**src/rtl/video_pattern_gen.sv**
```systemverilog
// video_pattern_gen: registered RGB test-pattern source (quadrants, bars, checkerboard, bouncing box)
module video_pattern_gen #(
  parameter int H_ACTIVE    = 640,
  parameter int V_ACTIVE    = 480,
  parameter int BOX_SIZE    = 32,
  parameter int BOX_STEP    = 2,
  parameter int CHECK_SHIFT = 5
) (
  input  logic        pixclk,
  input  logic        rst_n,
  input  logic [1:0]  mode_i,
  input  logic [25:0] cntX,
  input  logic [25:0] cntY,
  output logic [7:0]  red,
  output logic [7:0]  green,
  output logic [7:0]  blue,
  output logic        frame_tick_o,
  output logic [7:0]  frame_cnt_o
);
  localparam logic [25:0] HA    = 26'(H_ACTIVE);
  localparam logic [25:0] VA    = 26'(V_ACTIVE);
  localparam logic [25:0] HX    = 26'(H_ACTIVE / 2);
  localparam logic [25:0] HY    = 26'(V_ACTIVE / 2);
  localparam logic [25:0] BS    = 26'(BOX_SIZE);
  localparam logic [25:0] ST    = 26'(BOX_STEP);
  localparam logic [25:0] X_MAX = 26'(H_ACTIVE - BOX_SIZE);
  localparam logic [25:0] Y_MAX = 26'(V_ACTIVE - BOX_SIZE);
  localparam int          BW    = H_ACTIVE / 8;
  localparam logic [23:0] BAR_RGB [8] = '{24'hFFFFFF, 24'hFFFF00, 24'h00FFFF, 24'h00FF00,
                                          24'hFF00FF, 24'hFF0000, 24'h0000FF, 24'h000000};
  logic [1:0]  r_mode;
  logic [25:0] r_box_x, r_box_y;
  logic        r_dir_x, r_dir_y;
  logic [2:0]  w_bar;
  logic [23:0] w_quad, w_rgb;
  logic        w_active, w_chk, w_in_box, w_fe;
  logic [25:0] w_nx, w_ny;
  logic        w_ndx, w_ndy;
  assign w_active = cntX < HA && cntY < VA;
  assign w_fe     = cntX == 26'd0 && cntY == VA;
  assign w_quad   = cntY >= HY ? (cntX >= HX ? 24'hFFFFFF : 24'h0000FF)
                               : (cntX >= HX ? 24'h00FF00 : 24'hFF0000);
  assign w_chk    = cntX[CHECK_SHIFT] ^ cntY[CHECK_SHIFT];
  assign w_in_box = cntX >= r_box_x && cntX < r_box_x + BS && cntY >= r_box_y && cntY < r_box_y + BS;
  // Bar index by threshold comparison; the last bar absorbs any remainder pixels
  always_comb begin
    w_bar = 3'd0;
    for (int k = 1; k < 8; k++)
      if (cntX >= 26'(k * BW)) w_bar = 3'(k);
  end
  always_comb begin
    w_rgb = !w_active      ? 24'h000000 :
            r_mode == 2'd0 ? w_quad :
            r_mode == 2'd1 ? BAR_RGB[w_bar] :
            r_mode == 2'd2 ? (w_chk ? 24'h000000 : 24'hFFFFFF) :
                             (w_in_box ? 24'hFFFF00 : 24'h000080);
  end
  // dir = 1 means moving toward 0; clamping keeps the box fully on screen
  always_comb begin
    w_ndx = r_dir_x ? r_box_x > ST : r_box_x + ST >= X_MAX;
    w_ndy = r_dir_y ? r_box_y > ST : r_box_y + ST >= Y_MAX;
    w_nx  = r_dir_x ? (r_box_x <= ST ? 26'd0 : r_box_x - ST)
                    : (r_box_x + ST >= X_MAX ? X_MAX : r_box_x + ST);
    w_ny  = r_dir_y ? (r_box_y <= ST ? 26'd0 : r_box_y - ST)
                    : (r_box_y + ST >= Y_MAX ? Y_MAX : r_box_y + ST);
  end
  always_ff @(posedge pixclk) begin
    if (!rst_n) begin
      {red, green, blue} <= 24'h0;
      frame_tick_o       <= 1'b0;
      frame_cnt_o        <= 8'd0;
      r_mode             <= 2'd0;
      r_box_x            <= 26'd0;
      r_box_y            <= 26'd0;
      r_dir_x            <= 1'b0;
      r_dir_y            <= 1'b0;
    end else begin
      {red, green, blue} <= w_rgb;
      frame_tick_o       <= w_fe;
      if (w_fe) begin
        r_mode      <= mode_i;
        frame_cnt_o <= frame_cnt_o + 8'd1;
        r_box_x     <= w_nx;
        r_box_y     <= w_ny;
        r_dir_x     <= w_ndx;
        r_dir_y     <= w_ndy;
      end
    end
  end
endmodule

```
**config.mk**
```make
export PLATFORM = sky130hd
export DESIGN_NAME = video_pattern_gen
export DESIGN_NICKNAME = d
export VERILOG_FILES = /design/src/rtl/video_pattern_gen.sv
export SDC_FILE = /design/constraint.sdc
export NUM_CORES = 1
export LEC_CHECK = 0
export ABC_AREA = 1
export CAP_MARGIN = 20
export CELL_PAD_IN_SITES_DETAIL_PLACEMENT = 0
export CELL_PAD_IN_SITES_GLOBAL_PLACEMENT = 1
export CORE_UTILIZATION = 44
export DETAILED_ROUTE_END_ITERATION = 12
export MAX_ROUTING_LAYER = met4
export PLACE_DENSITY_LB_ADDON = 0.3
export SLEW_MARGIN = 20
export SYNTH_ARGS = -nofsm -noshare
export SYNTH_HDL_FRONTEND = slang
export SYNTH_SLANG_ARGS = --single-unit
```
**constraint.sdc**
```tcl
create_clock -name pixclk -period 4.88 [get_ports pixclk]
set_clock_uncertainty 0.2 [all_clocks]
set_input_delay 0.488 -clock pixclk [delete_from_list [all_inputs] [get_ports pixclk]]
set_output_delay 0.488 -clock pixclk [all_outputs]
set_load 0.02 [all_outputs]
```
* Word level (Yosys, flattened, before mapping)
Memories as Yosys holds them, arrays and structs flattened.
Cells that the tools add are included.
** Cells by class
- $add $sub $neg :: 7
- $mul :: 0
- Divide/modulo/power cells :: 0
- $lt $le $gt $ge :: 21
- Eq/ne operators :: 3
- Shift-type cells :: 0
- Muxes and demuxes :: 25
- Bitwise logic cells :: 2
- Reductions and logical operators :: 8
** Operators with widths (number)
- $mux 24 :: 10
- $mux 26 :: 6
- $ge 26x9->1 const B :: 4
- $ge 26x8->1 const B :: 3
- $add 26x2->26 const B :: 2
- $add 26x6->26 const B :: 2
- $ge 26x10->1 const B :: 2
- $ge 26x26->1 :: 2
- $gt 26x2->1 const B :: 2
- $le 26x2->1 const B :: 2
- $lt 26x26->1 :: 2
- $sub 26x2->26 const B :: 2
- $eq 26x9->1 const B :: 1
- $ge 26x7->1 const B :: 1
- $logic_not 26->1 :: 1
- $lt 26x10->1 const B :: 1
- $lt 26x9->1 const B :: 1
- $mux 3 :: 6
- $add 8x1->8 const B :: 1
- $logic_and 1x1->1 :: 5
- $ge 4x4->1 const B :: 1
- $not 3->4 :: 1
- $mux 1 :: 3
- $eq 2x1->1 const B :: 1
- other kinds (4) :: 4
** Word-level totals
- Register bits :: 89
- Bits in latches :: 0
- Bits in writable memories :: 0
- Memory bits (read-only) :: 192
- Input bits :: 56
- Output and inout port bits :: 33
- Memories kept :: 1
** Memory list
- (name not given) :: words 8, bits a word 24, read ports 1, clocked after memory_dff 0, write ports 0, RTL line 54 : r_mode == 2'd1 ? BAR_RGB[w_bar] :

* Logic depth before layout (Yosys ltp)
- Depth after elaboration :: 14
- Depth in mapped cells :: 20
- Mapped depth without buffers :: 19

* Worst setup path after synthesis
Ideal clock, no wire load.
- Path kind :: register to register
- Start point :: register r_box_x[5]
- End point :: register red[6]
- Arrival :: 2.415 ns
- Setup slack :: 2.195 ns
- Stages on the path, launching flop included :: 18
- Buffers on the path :: 0
- Period minus slack after synthesis :: 2.685 ns
- Cells stage by stage :: dfxtp_1 -> ha_1 -> nand3_1 -> inv_2 -> nand2_1 -> nor2_2 -> nand2_1 -> xor2_1 -> ha_1 -> a21oi_1 -> o21ai_0 -> a21oi_1 -> nand3_1 -> nor2_1 -> nand4_1 -> nand3_1 -> nand2_1 -> a21oi_1
** On the way
- Longest elaborated chain between the ends :: 9
** Ends and longest elaborated chain
- start, declared :: RTL line 32 : logic [25:0] r_box_x, r_box_y;
- start signal, assigned :: RTL line 83 : r_box_x <= w_nx;
- $add 26x6->26 :: RTL line 44 : assign w_in_box = cntX >= r_box_x && cntX < r_box_x + BS && cntY >= r_box_y && cntY < r_box_y + BS;
- $lt 26x26->1 :: RTL line 44
- $logic_and 1x1->1 (*) (3 in series) :: RTL line 44
- $mux 24 (*) :: RTL line 56 : (w_in_box ? 24'hFFFF00 : 24'h000080);
- $mux 24 (*) :: RTL line 55 : r_mode == 2'd2 ? (w_chk ? 24'h000000 : 24'hFFFFFF) :
- $mux 24 (*) :: RTL line 54
- $mux 24 (*) :: RTL line 53 : r_mode == 2'd0 ? w_quad :
- end signal, assigned :: RTL line 78 : {red, green, blue} <= w_rgb;
- end, declared :: RTL line 14 : output logic [7:0] red,
Mark *: on every way between the ends. The rest lies on a longest branch, timed or not.
A chain may end at the register's enable or synchronous reset.

* Worst setup path after layout
- Start point :: register r_box_y[13]
- End point :: register red[6]
** On the way
- Longest elaborated chain between the ends :: 7
** Ends and longest elaborated chain
- start, declared :: RTL line 32
- start signal, assigned :: RTL line 84 : r_box_y <= w_ny;
- $add 26x6->26 / $ge 26x26->1 (equally long branches) :: RTL line 44
- $lt 26x26->1 / $logic_and 1x1->1 (equally long branches) :: RTL line 44
- $logic_and 1x1->1 (*) :: RTL line 44
- $mux 24 (*) :: RTL line 56
- $mux 24 (*) :: RTL line 55
- $mux 24 (*) :: RTL line 54
- $mux 24 (*) :: RTL line 53
Marks and branches as above.

==> results.md <==
* Asr flop ratio synth at 0%
* Required @ worst endpoint at 4.96 ns
* Reg2reg path depth at 18
* Max-slew headroom at 33.45%
* Final net count at 1646
* Critical path, cell by cell: nand2_1, nor2_1, nand2_1, nor2_1, nand2_1, xor2_1, ha_1, nand2_1, inv_1, o21ai_0, nand2_1, nor2_1, nand2_1, nor2_1, nand4_1, nand3_1, nand2_1, a21oi_1
* Final hold violation count at 0
* Hold crit path type: reg -> reg
* Slew Limit Fails at 0
* Slowest stage cell, crit path: dfxtp_1
* Minimum clock period at 3.499 ns
* Port buffer count at 88
* Clk root buf: clkbuf_16
* Maximum clock insertion buffer count at 2
* Synth Flop Type: dfxtp_1
* Yosys warnings at 0
* Total number of vias at 9404
* Yosys reg bits at 67
* Worst path top cell family by delay: simple AND/OR/NAND/NOR gates
* Die W at 142.8 um
* Via density at 5.358
* Post_cts resized at 0
* Top-count cell post-synth: nand2_1
* Layout cells sized above 1 at 3.826%
* Routed WL per cell at 15.88 um
* Syn-to-layout area delta at 13.66%
* CTS tree: yes
* Synth area leader: dfxtp_1
* Top post-synthesis cells by count: nand2_1, nor2_1, inv_1
* Post-route antenna net violation count at 0
* Capturing point of the worst reg2reg path: red[6]
* Die Y at 142.8 um
* Critical path type: reg -> reg
* Number of synthesized flops with an enable pin at 0
* Core area at 19460 um2
* Top cells by area, synth: dfxtp_1, ha_1, nand2_1
* Clock power frac at 47.4%
* GR Overflow Total at 0
* Worst vdd ir at 167.7 uV
* Yosys top cell area share at 15.38%
* Max Freq at 285.8 MHz
* P per Cell Area at 144.5 nW/um2
* Outcome: completed
* Slew @ Worst Pin at 0.9971 ns
* Most used cell, CP: nand2_1
* Initial Utilization at 44.81%
* Post-synth cell types at 40
* Leakage power at 4.367 nW
* P_sw at 0.3797 mW
* Non-Filler Instances at 1755
* Crit. End Element: flip-flop
* Sw Share at 26.51%
* Critical Path Sink: red[6]
* Worst setup path start: r_box_y[13]
* Initial antenna violation count at 0
* Placed cell count at 1739
* Sequential Power Share at 38.2%
* Number of global-route vias before repair at 8485
* Clk Latency, worst-skew pair at 0.34 ns
* DR pass1 iterations at 6
* Clock slew at reported path FFs at 0.06 ns
* First-pass GRT wire length at 44.08 mm
* # hold bufs at CTS at 0
* Final setup fails at 0
* Combinational power share at 14.5%
* Final wirelength at 27.87 mm
* CP arrival at 3.58 ns
* R2r startpoint: r_box_y[13]
* RSZ-0062 raised after global routing: false
* R2R setup slack at 1.38 ns
* CTS Buf Count at 9
* Post-Syn Area at 8721 um2
* DR iter-0 viols at 777
* All-Layer GR Usage at 28.44%
* Crit Path Max Fanout at 9
* Post-CTS Setup Inserts at 0
* Final HPWL DP at 22.41 mm
* WP depth at 18
* Cell internal pwr at 1.053 mW
* Startpoint Class: flip-flop
* CP bufs+invs at 1
* Largest net degree at the start of global routing at 46
* Slowest cell delay on critical path at 0.55 ns
* Mapped Nets at 1606
* Final period util at 71.71%
* Gpl congestion at 0.9599
* I/O pin count at 89
* N_diodes at 0
* Post-synthesis sequential area ratio at 15.38%
* Residual DRC at 0
* Max-cap violation count at 0
* Syn avg cell area at 6.035 um2
* CTS Sinks at 67
* Die Area at 20390 um2
* H-Tree Depth at 3
* Row count at 51
* TNS Setup at 0 ns
* Synth Instances at 1445
## registers in the layout (all words and copies together) (netlist names)
name and cells:
frame_cnt_o 8, r_box_x 25, r_dir_y 1, frame_tick_o 1, blue 2, red 1, r_box_y 25, r_mode 2
r_dir_x 1, green 1
## area by class of cell
cell class	instances	area [um2]
timing repair buffer	91	903.4
fill	2113	9550
tap	265	331.6
clock inverter	5	61.31
multi-input combinational	1161	6450
sequential	67	1341
clock buffer	11	242.7
inverter	155	581.8
## cells by family after synthesis
logic type                 count (synthesis)  share of synthesized area (%)
AOI/OAI and AO/OA                        196                          12.22
xor gates and xnor gates                  91                          9.139
adders and majority gates                105                          15.06
buffers and inverters                    217                          10.66
DFF                                       67                          15.38
and+or+nand+nor                          769                          37.53
## worst min path at each step
stage,startpoint,endpoint,slack [ns],cells after the start
after detailed placement,frame_cnt_o[7],frame_cnt_o[7],0.29,2
after global placement,frame_cnt_o[7],frame_cnt_o[7],0.29,2
after global routing,r_mode[0],blue[7],0.33,2
after floorplan,r_mode[1],r_mode[1],0.27,2
after CTS,frame_cnt_o[7],frame_cnt_o[7],0.30,2
final,frame_cnt_o[3],frame_cnt_o[3],0.30,2
## worst register-to-register path, stage by stage, from the launching register on
cell	delay [ns]
dfxtp_1	0.55
nand2_1	0.13
nor2_1	0.27
nand2_1	0.15
nor2_1	0.27
nand2_1	0.15
xor2_1	0.24
ha_1	0.30
nand2_1	0.07
inv_1	0.03
o21ai_0	0.15
nand2_1	0.08
nor2_1	0.11
nand2_1	0.08
nor2_1	0.24
nand4_1	0.16
nand3_1	0.11
nand2_1	0.05
a21oi_1	0.10
## per-layer routing
layer	part of all wire (%)	GRT usage (%)	vias up
met2	46	46.05	302
met1	47	38.25	4271
li1	-	-	4801
met4	1.5	5.603	0
met5	0	-	-
met3	5.5	2.951	30
## cell usage in the layout, fill, tap and decap left out, types with 7 or more instances in the layout
| master | Yosys | layout |
|---|---|---|
| nand4_1 | 41 | 41 |
| ha_1 | 105 | 105 |
| nor2_2 | 14 | 14 |
| clkdlybuf4s50_1 | 0 | 88 |
| clkbuf_16 | 0 | 9 |
| nor4_1 | 7 | 7 |
| a211oi_1 | 8 | 8 |
| inv_1 | 138 | 138 |
| nor3_1 | 34 | 34 |
| o21ai_1 | 7 | 7 |
| a21oi_1 | 100 | 100 |
| xor2_1 | 87 | 87 |
| o21ai_0 | 55 | 55 |
| nand3_1 | 106 | 106 |
| inv_2 | 14 | 14 |
| nand2_1 | 341 | 341 |
| dfxtp_1 | 67 | 67 |
| nor2_1 | 209 | 209 |
## per-stage QoR
step | utilization, % | setup WS, ns | instance area (um2) | total power [mW] | hold WS, ns
after floorplan | - | 2.195 | 8721 | 0.6663 | 0.2711
after global placement | 49.37 | 1.417 | 9608 | 0.7606 | 0.2865
after detailed placement | 49.37 | 1.427 | 9608 | 0.7642 | 0.2935
after CTS | 50.93 | 1.407 | 9912 | 1.441 | 0.3039
after global routing | 50.93 | 1.117 | 9912 | 1.491 | 0.3349
final | 50.93 | 1.381 | 9912 | 1.432 | 0.3028
## power groups by stage
stage,registers (mW),clock network (mW),logic [mW]
2_1_floorplan,0.559,0,0.107
3_3_place_gp,0.559,0,0.202
3_5_place_dp,0.559,0,0.205
4_1_cts,0.547,0.687,0.207
5_1_grt,0.547,0.711,0.234
6_report,0.547,0.679,0.207
(Power assumes the default switching activity.)
